## src/rtl/usb4_lane_block_encoder.sv

```systemverilog
// Multi-lane USB4 transmit encoder: packs per-lane bytes into 132b (Gen3) or 66b (Gen2)
// blocks with sync headers, or forwards single bytes (Gen4), behind a one-word output buffer.
module usb4_lane_block_encoder #(
    parameter int LANES = 2,
    parameter int OUT_W = 132
) (
    input  logic                   enc_clk,
    input  logic                   rst,
    input  logic                   enable,
    input  logic [1:0]             gen_speed,
    input  logic [3:0]             d_sel,
    input  logic                   in_valid,
    output logic                   in_ready,
    input  logic [LANES*8-1:0]     lane_tx,
    output logic                   out_valid,
    input  logic                   out_ready,
    output logic [LANES*OUT_W-1:0] lane_tx_enc,
    output logic                   new_sym,
    output logic                   speed_err
);

    localparam logic [1:0] S_IDLE = 2'd0;
    localparam logic [1:0] S_FILL = 2'd1;
    localparam logic [1:0] S_HOLD = 2'd2;

    logic [1:0]             r_state;
    logic [1:0]             r_gen;
    logic [3:0]             r_cnt;
    logic                   r_type;
    logic [LANES*128-1:0]   r_asm;
    logic [LANES*OUT_W-1:0] r_out;
    logic                   r_out_valid;
    logic                   r_new_sym;
    logic                   r_speed_err;

    logic                   w_gen_chg;
    logic [4:0]             w_n;
    logic [3:0]             w_cnt_eff;
    logic                   w_accept;
    logic                   w_last;
    logic                   w_type;
    logic                   w_complete;
    logic                   w_out_free;
    logic                   w_load;
    logic [LANES*128-1:0]   w_asm;
    logic [LANES*OUT_W-1:0] w_word;

    function automatic logic [131:0] f_word(input logic [1:0] gen, input logic is_tp,
                                            input logic [127:0] blk);
        logic [131:0] w;
        w = 132'd0;
        case (gen)
            2'd1:    w = {(is_tp ? 4'b0101 : 4'b1010), blk};
            2'd2:    w = {66'd0, (is_tp ? 2'b01 : 2'b10), blk[63:0]};
            2'd0:    w = {124'd0, blk[7:0]};
            default: w = 132'd0;
        endcase
        return w;
    endfunction

    // HOLD keeps in_ready low so a completed block is never overwritten.
    assign in_ready    = rst && enable && (gen_speed != 2'd3) && (r_state != S_HOLD);
    assign out_valid   = r_out_valid;
    assign lane_tx_enc = r_out;
    assign new_sym     = r_new_sym;
    assign speed_err   = r_speed_err;

    // Next-byte position, block completion and the candidate output word.
    always_comb begin
        w_gen_chg = (gen_speed != r_gen);
        case (gen_speed)
            2'd1:    w_n = 5'd16;
            2'd2:    w_n = 5'd8;
            default: w_n = 5'd1;
        endcase
        w_cnt_eff  = w_gen_chg ? 4'd0 : r_cnt;
        w_accept   = in_valid && in_ready;
        w_last     = w_accept && ({1'b0, w_cnt_eff} == (w_n - 5'd1));
        w_type     = (w_accept && (w_cnt_eff == 4'd0)) ? (d_sel == 4'd8) : r_type;
        w_complete = w_last || ((r_state == S_HOLD) && !w_gen_chg);
        w_out_free = !r_out_valid || out_ready || w_gen_chg;
        w_load     = w_complete && w_out_free;
        w_asm      = w_gen_chg ? {(LANES*128){1'b0}} : r_asm;
        w_word     = {(LANES*OUT_W){1'b0}};
        for (int k = 0; k < LANES; k++) begin
            for (int i = 0; i < 16; i++) begin
                w_asm[k*128+8*i +: 8] = (w_accept && (w_cnt_eff == i[3:0])) ?
                                        lane_tx[8*k +: 8] : w_asm[k*128+8*i +: 8];
            end
            w_word[k*OUT_W +: OUT_W] = f_word(gen_speed, w_type, w_asm[k*128 +: 128]);
        end
    end

    // Block assembly, mode tracking and output buffer.
    always_ff @(posedge enc_clk) begin
        if (!rst) begin
            r_state     <= S_IDLE;
            r_gen       <= 2'd0;
            r_cnt       <= 4'd0;
            r_type      <= 1'b0;
            r_asm       <= {(LANES*128){1'b0}};
            r_out       <= {(LANES*OUT_W){1'b0}};
            r_out_valid <= 1'b0;
            r_new_sym   <= 1'b0;
            r_speed_err <= 1'b0;
        end else if (!enable || (gen_speed == 2'd3)) begin
            r_state     <= S_IDLE;
            r_gen       <= gen_speed;
            r_cnt       <= 4'd0;
            r_type      <= 1'b0;
            r_asm       <= {(LANES*128){1'b0}};
            r_out       <= {(LANES*OUT_W){1'b0}};
            r_out_valid <= 1'b0;
            r_new_sym   <= 1'b0;
            r_speed_err <= r_speed_err || (enable && (gen_speed == 2'd3));
        end else begin
            r_gen       <= gen_speed;
            r_asm       <= w_asm;
            r_type      <= w_type;
            r_speed_err <= r_speed_err;
            if (w_accept) begin
                r_cnt <= w_last ? 4'd0 : (w_cnt_eff + 4'd1);
            end else begin
                r_cnt <= w_cnt_eff;
            end
            r_state <= (w_complete && !w_load) ? S_HOLD : S_FILL;
            if (w_load) begin
                r_out       <= w_word;
                r_out_valid <= 1'b1;
                r_new_sym   <= 1'b1;
            end else if (w_gen_chg) begin
                r_out       <= {(LANES*OUT_W){1'b0}};
                r_out_valid <= 1'b0;
                r_new_sym   <= 1'b0;
            end else begin
                r_out       <= r_out;
                r_out_valid <= r_out_valid && !out_ready;
                r_new_sym   <= 1'b0;
            end
        end
    end

endmodule

```

## config.mk

```make
export PLATFORM = sky130hd
export DESIGN_NAME = usb4_lane_block_encoder
export DESIGN_NICKNAME = d
export VERILOG_FILES = /design/src/rtl/usb4_lane_block_encoder.sv
export SDC_FILE = /design/constraint.sdc
export NUM_CORES = 1
export LEC_CHECK = 0
export BUFFER_PORTS_ARGS = -buffer_cell sky130_fd_sc_hd__buf_2
export CAP_MARGIN = 20
export CORE_MARGIN = 4
export CORE_UTILIZATION = 50
export DETAILED_ROUTE_END_ITERATION = 12
export PLACE_DENSITY = 0.72
export REMOVE_ABC_BUFFERS = 1
export SLEW_MARGIN = 20
export SYNTH_ARGS = -nofsm -noshare
export SYNTH_HDL_FRONTEND = slang
export SYNTH_SLANG_ARGS = --single-unit
export TNS_END_PERCENT = 5
```

## constraint.sdc

```tcl
create_clock -name enc_clk -period 6.2 [get_ports enc_clk]
set_clock_uncertainty 0.1 [all_clocks]
set_input_delay 1.24 -clock enc_clk [delete_from_list [all_inputs] [get_ports enc_clk]]
set_output_delay 1.24 -clock enc_clk [all_outputs]
set_load 0.01 [all_outputs]
```

Word-level counts from Yosys, hierarchy flattened:

Index checks and enable logic that the tools add are counted.
W data, S select, Z words.

* $add $sub $neg: 2
* eq/ne operators: 24
* mux-type cells: 48
* bitwise logic cells: 1
* reductions and logical operators: 40

Operators with widths (count)
* $pmux W132 S3: 2
* $mux W264: 2
* $mux W256: 1
* $mux W8: 32
* $eq A4 B4 Y1 const B: 9
* $logic_and A1 B1 Y1: 26
* $eq A4 B3 Y1 const B: 4
* $mux W4: 4
* $pmux W5 S2: 1
* $eq A4 B2 Y1 const B: 2
* $eq A2 B2 Y1 const B: 3
* $eq A4 B5 Y1: 1
* $logic_not A1 Y1: 5
* $logic_or A1 B1 Y1: 5
* $sub A5 B1 Y5 const B: 1
* $add A4 B1 Y4 const B: 1
* $eq A4 B1 Y1 const B: 1
* $logic_not A4 Y1: 1
* $mux W1: 4
* $mux W2: 2
* $ne A2 B2 Y1 const B: 2
* $eq A2 B1 Y1 const B: 1
* $logic_not A2 Y1: 1
* $ne A2 B2 Y1: 1
* 3 further kinds: 3

* bits in registers: 532
* bits of input ports: 27
* output and inout port bits: 268

Depth between registers and ports, before layout:

Gate-level depths: netlist of run 1.

* depth in word-level cells: 10
* mapped depth: 11

Worst setup path before layout of run 1:

No wires, ideal clock.

* path kind: in2out
* start: input port gen_speed[0]
* end: output port in_ready
* arrival: 2214 ps
* data required time: 4860 ps
* setup slack: 2646 ps
* cell stages on the path: 4
* path buffers: 1
* cells stage by stage: ha_1 -> nand3b_1 -> clkbuf_1 -> nor2_1

* longest elaborated chain between the ends: 3

RTL lines
* start: declaration: line 10 `input logic [1:0] gen_speed,`
* $ne A2 B2 Y1: line 62 `assign in_ready = rst && enable && (gen_speed != 2'd3) && (r_state != S_HOLD);`
* $logic_and A1 B1 Y1 (2 in a row): line 62
* end: declaration: line 13 `output logic in_ready,`

Every way passes these cells.

Worst setup path in the final report of run 1:

* start: input port gen_speed[1]
* end: register r_out[86] (netlist: lane_tx_enc[86])

* longest elaborated chain between the ends: 8
* elaborated cells on any way between the ends: 28

RTL lines
* $eq A2 B2 Y1, or another cell as far along: line 52, 71
* $pmux W5 S2 or $logic_and A1 B1 Y1 (tied branches): line 71, 62
* $sub A5 B1 Y5 or $logic_and A1 B1 Y1 (tied branches): line 78, 62
* $eq A4 B5 Y1 or $logic_and A1 B1 Y1 (tied branches): line 78, 77
* $logic_and A1 B1 Y1 (on tied branches): line 78, 87
* $logic_or A1 B1 Y1 or $mux W8 (tied branches): line 80, 87
* $logic_and A1 B1 Y1 or $pmux W132 S3 (tied branches): line 82, 52
* $mux W264 or $reduce_bool A2 Y1 (tied branches)
* end signal: assignment: line 128 `r_out <= w_word;`
* end signal: assignment: line 132 `r_out <= {(LANES*OUT_W){1'b0}};`
* end signal: assignment: line 136 `r_out <= r_out;`
* end: declaration: line 31 `logic [LANES*OUT_W-1:0] r_out;`

Parallel ways exist; a longest one is shown, timed or not.
A chain may end at the register's enable or synchronous reset.

==> out/results.txt, run 1 <==
Resize count post-CTS - 0
Layout cell share with drive strength beyond 1 - 0.2244
First-pass GRT wire length - 70.21 mm
Worst Setup Path Type - input port to flop
Post-Route WL - 45.14 mm
Die W - 193.2 um
GPL Wtd Cong - 0.8536
Latest clock arrival within the worst-skew pair - 550 ps
Top post-synthesis cells by area - dfxtp_1, a22o_1, nand3_1
Leading cell types in the layout, fill and taps excluded - dfxtp_1, buf_2, nand3_1
Full die area - 37320 sq um
Status - finished, final reports clean
Worst vdd ir - 0.0002645 V
Yosys top cell area share - 0.6141
Pre-CTS setup slack - 1306 ps
Post-DP HPWL - 28.00 mm
CTS tree - yes
Post-synth EDFFs - 0
Clock transition at path regs - 60 ps
Nets - 1848
GRT met3 Usage - 0.04663
Drt wl/cell - 19.57 um
Worst-margin pin slew - 1123 ps
Total Power - 6.921 mW
Setup WS post-layout - 1804 ps
PortBufs - 294
Total track usage - 0.2339
Initial Utilization - 0.5088
Final setup fails - 0
Root buf cell - clkbuf_16
1st-iter DRT viols - 1029
Main synth FF type - dfxtp_1
Met1 Use GR - 0.3276
Commonest non-fill, non-tap cell in the layout - dfxtp_1
Final hold violation count - 0
Tcrit/Tclk final - 0.7090
Async SR Flop Fraction - 0
Met2 Use GR - 0.3728
Via density - 5.731
Total CTS buffers - 50
Die height - 193.2 um
I/O Pins - 295
Largest net degree at the start of global routing - 241
Slew Limit Headroom - 0.2513
RSZ-0062 raised after global routing - false
Post-Syn Instances - 1612
Seq/Total Area, Yosys - 0.6141
Max-cap viol count - 0
Max Slew Vio Count - 0
Critical Path RT - 6590 ps
Hold_buf cts - 0
Post-CTS Repair Setup Buffers - 0
Yosys warns - 0
Hold WS - 370.8 ps
Vias in the first global route - 12390
Register bit total from synthesis - 526
Gr busiest metal - met2
Clk sinks - 526
Cell Area, Synth - 17150 sq um
Average footprint of a synthesized cell - 10.64 sq um
# rows - 67
CTS H-tree lvls - 2
Startpoint types - input port
First-pass iteration count of the detailed router - 5
Post-synthesis cell type count - 45
Clk buf depth - 3
Overflow after GRT - 0
DR vias - 13220
Final Critical Period - 4396 ps
DRT antenna net count - 0
Critical path peak fanout - 94
Core ar. - 33700 sq um
Post-Layout Cell Count - 2307
Arrival time worst endpoint - 4780 ps
Setup crit end kind - flop
Number of remaining DRC errors - 0
Initial antenna violation count - 2
Layout Area Growth over Synthesis - 19.15%
FMAX - 227.5 MHz
Dpl cells - 2212
P_leak - 8.371 nW
Yosys top cell by area - dfxtp_1
Post-Route Utilization - 0.6063
Power per Cell Area - 338.7 nW/um^2
Worst hold path class - flop to flop
==> worst paths after layout <==
kind / from / to / slack (ps) / cells after the start
min reg2reg: lane_tx_enc[175] / lane_tx_enc[175] / 370 / 1
max reg2reg: r_gen[0] / lane_tx_enc[86] / 2310 / 7
max: gen_speed[1] / lane_tx_enc[86] / 1800 / 8
min: lane_tx_enc[175] / lane_tx_enc[175] / 370 / 1
==> cell families (layout without fill, tap and decap cells) <==
| kind of cell | count (synthesis) | after routing | synth area share |
|---|---|---|---|
| multiplexers | 7 | 7 | 0.004159 |
| adder cells (fa/ha/maj) | 4 | 4 | 0.002919 |
| buffers and inverters | 172 | 418 | 0.05407 |
| XOR/XNOR | 4 | 4 | 0.002043 |
| other | 0 | 1 | 0 |
| flip-flops | 526 | 526 | 0.6141 |
| AND/OR/NAND/NOR | 364 | 364 | 0.1072 |
| AO/OA/AOI/OAI | 535 | 535 | 0.2155 |
==> metal layers <==
metal / share of wire / wire (um) / vias up
li1: - / - / 6315
met1: 0.44 / 20010 / 6372
met2: 0.47 / 21020 / 457
met3: 0.070 / 3152 / 76
met4: 0.021 / 941 / 2
met5: 0.00029 / 13 / -
==> stage by stage <==
stage | instance area (sq um) | TNS (ps)
floorplan | 16240 | -3188370
global placement | 18510 | 0
detailed placement | 18510 | 0
CTS | 20400 | 0
global route | 20430 | 0
finish | 20430 | 0
==> power by group <==
group	switching [mW]	internal, mW	total [mW]
logic	0.104	0.0234	0.128
registers	0.00179	3.38	3.38
clock network	1.27	2.14	3.41
==> Yosys cell counts, types with 4 or more instances <==
library cell and number:
a22o_1 252, a21oi_1 24, nand3_1 260, buf_6 22, buf_2 48, nor3_1 6
buf_4 15, o21ai_1 6, o21ai_0 233, buf_1 5, mux2i_1 6, nand4_1 16
nor2b_1 6, nor2_1 14, inv_1 5, xor2_1 4, clkbuf_1 77, dfxtp_1 526
and2_1 5, ha_1 4, nand2_1 40
==> layout make-up <==
cell class	instances	area, sq um
fill	2801	13270
timing repair buffer	320	1712
clock inverter	23	400.4
inverter	5	18.77
clock buffer	70	1490
tap	448	560.5
sequential	526	10530
antenna	1	2.502
multi-input combinational	914	5717
==> critical path, stage by stage <==
cell	delay, ps
buf_2	130
xor2_1	280
or2_1	420
nor3_1	130
o21ai_2	610
and2_4	1010
buf_4	690
a22o_1	260
==> flip-flops by register name, summed over array words and instances (netlist names) <==
name and count:
new_sym 1, r_cnt 4, r_state 2, r_type 1, out_valid 1, lane_tx_enc 258, r_asm 256, r_gen 2
speed_err 1
Note: power is estimated with default switching activity, not from simulation.
==> inputs of run 2 (changes only) <==
==> constraint.sdc (replaced) <==
create_clock -name enc_clk -period 4.22 [get_ports enc_clk]
set_clock_uncertainty 0.1 [all_clocks]
set_input_delay 0.844 -clock enc_clk [delete_from_list [all_inputs] [get_ports enc_clk]]
set_output_delay 0.844 -clock enc_clk [all_outputs]
set_load 0.01 [all_outputs]
==> run 2 against run 1 <==
  * Combinational power grew 51%
  * Count of clock-buffer cells in the layout up 9
  * Sequential power increased by 47%
  * Largest power group is now sequential cells
  * Worst setup slack worse by 730 ps
  * Largest cell class unchanged
  * Die area is the same
  * Final cell count grew 0.17%
  * Worst hold slack about the same
==> out/results.txt, run 2 (same netlist as run 1, synthesis figures left out) <==
First-pass GRT wire length - 70.57 mm (was 70.21 mm)
Post-placement cell area - 18630 sq um (was 18510 sq um)
Worst-margin pin slew - 1039 ps (was 1123 ps)
PortBufs - 294 (unchanged)
CTS tree - yes (unchanged)
Total CTS buffers - 51 (was 50)
Drt wl/cell - 19.60 um (was 19.57 um)
Post-Route WL - 45.30 mm (was 45.14 mm)
Crit path to - lane_tx_enc[201] (was lane_tx_enc[86])
Status - finished, final reports clean (unchanged)
Setup WS post-layout - 1074 ps (was 1804 ps)
Post-CTS Repair Setup Buffers - 0 (unchanged)
Resize count post-CTS - 0 (unchanged)
Worst hold path class - flop to flop (unchanged)
I/O Pins - 295 (unchanged)
Hold path cells - 1 (unchanged)
Initial Utilization - 0.5088 (unchanged)
Largest register FFs - 258 (unchanged)
Worst Setup Path Type - input port to flop (unchanged)
R2R Path End - lane_tx_enc[18] (was lane_tx_enc[86])
Clk buf depth - 3 (unchanged)
Initial antenna violation count - 3 (was 2)
Die height - 193.2 um (unchanged)
1st-iter DRT viols - 973 (was 1029)
Final Critical Period - 3146 ps
Worst Setup SP - gen_speed[0] (was gen_speed[1])
Hold Crit Start - lane_tx_enc[230] (was lane_tx_enc[175])
Reg2Reg Setup Slack - 1200 ps (was 2310 ps)
Vias in the first global route - 12460 (was 12390)
# rows - 67 (unchanged)
Pre-CTS setup slack - 492.4 ps (was 1306 ps)
Final hold violation count - 0 (unchanged)
Design area - 20390 sq um (was 20430 sq um)
P_leak - 8.345 nW (was 8.371 nW)
Max Slew Vio Count - 0 (unchanged)
Total Power - 9.812 mW (was 6.921 mW)
Max-cap viol count - 0 (unchanged)
Crit-path max cell delay - 620 ps (was 1010 ps)
Hold_buf cts - 0 (unchanged)
Root buf cell - clkbuf_16 (unchanged)
Die W - 193.2 um (unchanged)
Number of remaining DRC errors - 0 (unchanged)
CP Cell Sequence - buf_2 -> ha_1 -> and3b_1 -> buf_4 -> and3_4 -> nand4_2 -> nand3_1 -> o21ai_0 -> a22o_1 (was buf_2 -> xor2_1 -> or2_1 -> nor3_1 -> o21ai_2 -> and2_4 -> buf_4 -> a22o_1)
DR vias - 13260 (was 13220)
Total track usage - 0.2352 (was 0.2339)
Clock transition at path regs - 60 ps (about the same)
Post-DP HPWL - 28.38 mm (was 28.00 mm)
Layout cell share with drive strength beyond 1 - 0.2235 (was 0.2244)
Largest net degree at the start of global routing - 136 (was 241)
Arrival time worst endpoint - 3490 ps (was 4780 ps)
Full die area - 37320 sq um (unchanged)
Critical path peak fanout - 27 (was 94)
Gr busiest metal - met2 (unchanged)
Startpoint types - input port (unchanged)
Layout Area Growth over Synthesis - 18.90% (was 19.15%)
Dpl cells - 2216 (was 2212)
Met2 Use GR - 0.3769 (was 0.3728)
Filler cell count - 2856 (was 2801)
Post-Layout Cell Count - 2311 (was 2307)
FMAX - 317.8 MHz
Slowest cell on crit path - nand4_2 (was and2_4)
Final setup TNS - 0 ps (unchanged)
Overflow after GRT - 0 (unchanged)
CTS H-tree lvls - 2 (unchanged)
Met1 Use GR - 0.3251 (was 0.3276)
Leading cell types in the layout, fill and taps excluded - dfxtp_1, buf_2, nand3_1 (unchanged)
Critical Path RT - 4570 ps (was 6590 ps)
Tcrit/Tclk final - 0.7456
R2R cell count - 7 (unchanged)
Hold WS - 370.9 ps (was 370.8 ps)
Core ar. - 33700 sq um (unchanged)
Clk sinks - 526 (unchanged)
Reg2reg start - r_gen[0] (unchanged)
First-pass iteration count of the detailed router - 5 (unchanged)
Final setup fails - 0 (unchanged)
Setup crit end kind - flop (unchanged)
Worst vdd ir - 0.0003081 V (was 0.0002645 V)
GRT met3 Usage - 0.04015 (was 0.04663)
Commonest non-fill, non-tap cell in the layout - dfxtp_1 (unchanged)
Post-Route Utilization - 0.6050 (was 0.6063)
Nets - 1852 (was 1848)
RSZ-0062 raised after global routing - false (unchanged)
DRT antenna net count - 0 (unchanged)
Via density - 5.739 (was 5.731)
Power per Cell Area - 481.3 nW/um^2 (was 338.7 nW/um^2)
Latest clock arrival within the worst-skew pair - 550 ps (about the same)
Slew Limit Headroom - 0.3034 (was 0.2513)
GPL Wtd Cong - 0.8349 (was 0.8536)
## run 2: cell count changes in the layout (fill, tap and decap cells not counted), sizes merged
cell | previous run | this run
clkbuf | 70 | 79
clkinv | 8 | 9
diode | 1 | 2
bufinv | 11 | 4
clkinvlp | 4 | 1
buf | 320 | 323
## run 2: critical path: cells and delay by family
kind | cells | cell delay [ps]
fa+ha+maj | 1 | 300
buf+inv | 2 | 400
compound gates | 2 | 370
simple gates | 4 | 1560
## run 2: final cells by class
type	instances	area [sq um]	share of cell area
antenna	2	5.005	0.0002455
clock buffer	79	1574	0.07721
clock inverter	14	180.2	0.008838
inverter	5	18.77	0.0009206
multi-input combinational	914	5717	0.2804
sequential	526	10530	0.5165
tap	448	560.5	0.02749
timing repair buffer	323	1802	0.08838
## run 2: how the worst min path moves through the flow
stage                        to
6_report       lane_tx_enc[230]
3_5_place_dp   lane_tx_enc[230]
4_1_cts              r_asm[193]
2_1_floorplan         r_asm[66]
3_3_place_gp          r_asm[70]
5_1_grt        lane_tx_enc[146]
## run 2: layer usage
metal  vias up  wire, um  share of wire
li1       6322         -              -
met4         0      1420          0.031
met3        80      2855          0.063
met2       456     21140           0.47
met1      6404     19880           0.44
met5         -         0              0
## run 2: report_power, final
part           total (mW)  switching (mW)  internal, mW  leakage (nW)
combinational       0.193           0.155        0.0379          3.24
sequential           4.97         0.00253          4.97          4.24
clock                4.65            1.84          2.80         0.866
==> inputs of run 3 (changes only) <==
==> constraint.sdc (replaced) <==
create_clock -name enc_clk -period 3.1 [get_ports enc_clk]
set_clock_uncertainty 0.1 [all_clocks]
set_input_delay 0.62 -clock enc_clk [delete_from_list [all_inputs] [get_ports enc_clk]]
set_output_delay 0.62 -clock enc_clk [all_outputs]
set_load 0.01 [all_outputs]
==> run 3 against run 2 <==
  * Critical path type is now flop to flop
  * Critical endpoint is now lane_tx_enc[91]
  * Sequential share of layout area is 0.25 points lower
  * Worst hold slack got worse by 120 ps
  * Power up 35%
  * Core utilization rose by 0.29 points
  * Global-route usage about the same
==> out/results.txt, run 3 (same netlist as run 1, synthesis figures left out) <==
Core ar. - 33700 sq um (unchanged)
Final setup fails - 0 (unchanged)
Max-cap viol count - 0 (unchanged)
Worst-margin pin slew - 986.3 ps (was 1039 ps)
1st-iter DRT viols - 966 (was 973)
Tcrit/Tclk final - 0.8761
Setup crit end kind - flop (unchanged)
Number of remaining DRC errors - 0 (unchanged)
Initial Utilization - 0.5088 (unchanged)
Critical Path RT - 3510 ps (was 4570 ps)
Arrival time worst endpoint - 3120 ps (was 3490 ps)
Post-placement cell area - 18800 sq um (was 18630 sq um)
CTS H-tree lvls - 2 (unchanged)
CTS tree - yes (unchanged)
PortBufs - 294 (unchanged)
Post-DP HPWL - 28.57 mm (was 28.38 mm)
Clk buf depth - 3 (unchanged)
First-pass GRT wire length - 70.82 mm (was 70.57 mm)
Power per Cell Area - 645.4 nW/um^2 (was 481.3 nW/um^2)
Max Slew Vio Count - 0 (unchanged)
Resize count post-CTS - 0 (unchanged)
Slowest cell on crit path - nor2_4 (was nand4_2)
Filler cell count - 2844 (was 2856)
Worst vdd ir - 0.0003906 V (was 0.0003081 V)
Largest register FFs - 258 (unchanged)
Leading cell types in the layout, fill and taps excluded - dfxtp_1, buf_2, nand3_1 (unchanged)
Worst Setup SP - r_cnt[0] (was gen_speed[0])
Commonest non-fill, non-tap cell in the layout - dfxtp_1 (unchanged)
Layout Area Growth over Synthesis - 19.47% (was 18.90%)
Largest net degree at the start of global routing - 127 (was 136)
RSZ-0062 raised after global routing - false (unchanged)
Total CTS buffers - 51 (unchanged)
Vias in the first global route - 12870 (was 12460)
Latest clock arrival within the worst-skew pair - 560 ps (was 550 ps)
Hold_buf cts - 0 (unchanged)
Reg2reg start - r_cnt[0] (was r_gen[0])
Drt wl/cell - 19.61 um (was 19.60 um)
Initial antenna violation count - 4 (was 3)
Final hold violation count - 0 (unchanged)
Startpoint types - flop (was input port)
Crit-path max cell delay - 760 ps (was 620 ps)
Worst hold path class - input port to flop (was flop to flop)
Clk sinks - 526 (unchanged)
I/O Pins - 295 (unchanged)
Worst Setup Path Type - flop to flop (was input port to flop)
Design area - 20480 sq um (was 20390 sq um)
Die height - 193.2 um (unchanged)
Die W - 193.2 um (unchanged)
Post-CTS Repair Setup Buffers - 0 (unchanged)
# rows - 67 (unchanged)
Nets - 1873 (was 1852)
Slew Limit Headroom - 0.3409 (was 0.3034)
Full die area - 37320 sq um (unchanged)
Via density - 5.720 (was 5.739)
Root buf cell - clkbuf_16 (unchanged)
DRT antenna net count - 0 (unchanged)
GPL Wtd Cong - 0.8561 (was 0.8349)
DR vias - 13310 (was 13260)
Final Critical Period - 2716 ps
Status - finished, final reports clean (unchanged)
Critical path peak fanout - 29 (was 27)
CP Cell Sequence - and2_1 -> a31oi_1 -> o32ai_2 -> o21ai_2 -> nor2_4 -> buf_4 -> a22o_1 (was buf_2 -> ha_1 -> and3b_1 -> buf_4 -> and3_4 -> nand4_2 -> nand3_1 -> o21ai_0 -> a22o_1)
Hold Crit Start - gen_speed[1] (was lane_tx_enc[230])
Overflow after GRT - 0 (unchanged)
FMAX - 368.2 MHz
Post-Route Utilization - 0.6079 (was 0.6050)
Total track usage - 0.2354 (was 0.2352)
Post-Route WL - 45.63 mm (was 45.30 mm)
First-pass iteration count of the detailed router - 5 (unchanged)
Layout cell share with drive strength beyond 1 - 0.2308 (was 0.2235)
P_leak - 8.410 nW (was 8.345 nW)
Clock transition at path regs - 60 ps (about the same)
[run 3: cell types whose count changed in the layout (fill, tap and decap cells not counted)]
cell and delta:
buf_12 +1, buf_4 +20, clkbuf_1 -2, clkbuf_8 -5, clkinv_2 +2, clkinv_4 -1
diode_2 +1
[run 3: layout make-up]
| class | count | area (sq um) | area share |
|---|---|---|---|
| Tap cell | 448 | 560.5 | 0.02736 |
| Inverter | 5 | 18.77 | 0.0009162 |
| Sequential cell | 526 | 10530 | 0.5140 |
| Antenna cell | 3 | 7.507 | 0.0003665 |
| Clock buffer | 72 | 1498 | 0.07311 |
| Timing Repair Buffer | 344 | 1972 | 0.09626 |
| Clock inverter | 15 | 181.4 | 0.008857 |
| Multi-Input combinational cell | 914 | 5717 | 0.2791 |
[run 3: worst max-delay path, delay by kind of cell, from the launching register on]
kind	cells	cell delay, ps
flip-flops	1	490
AO/OA/AOI/OAI	4	590
AND/OR/NAND/NOR	2	1130
buffers and inverters	1	360
[run 3: stage by stage]
step	setup slack (ps)	hold slack [ps]	TNS [ps]	cells	power [mW]
3_3_place_gp	-9.063	353.5	-130.9	2237	7.187
2_1_floorplan	-11320	346.1	-4411350	1445	7.044
6_report	384.2	250.0	0	2327	13.22
4_1_cts	427.3	225.6	0	2324	13.32
5_1_grt	272.4	250.7	0	2327	13.61
3_5_place_dp	-52.29	358.6	-1293	2237	7.192
[run 3: final timing paths]
check | to | slack (ps) | depth (start not counted)
worst max register to register | lane_tx_enc[91] | 380 | 7
worst min register to register | lane_tx_enc[19] | 370 | 1
worst max-delay path | lane_tx_enc[91] | 380 | 7
worst min-delay path | r_gen[1] | 250 | 2
[run 3: power by group]
part | leakage, nW | switching, mW | internal, mW
sequential | 4.24 | 0.00343 | 6.76
clock | 0.832 | 2.50 | 3.67
combinational | 3.34 | 0.215 | 0.0632
total | 8.41 | 2.72 | 10.5
[run 3: metal layers]
layer | share of wire | global-route usage
met5 | 0 | 0
met4 | 0.026 | 0.07870
met3 | 0.073 | 0.04537
met2 | 0.46 | 0.3769
met1 | 0.44 | 0.3229
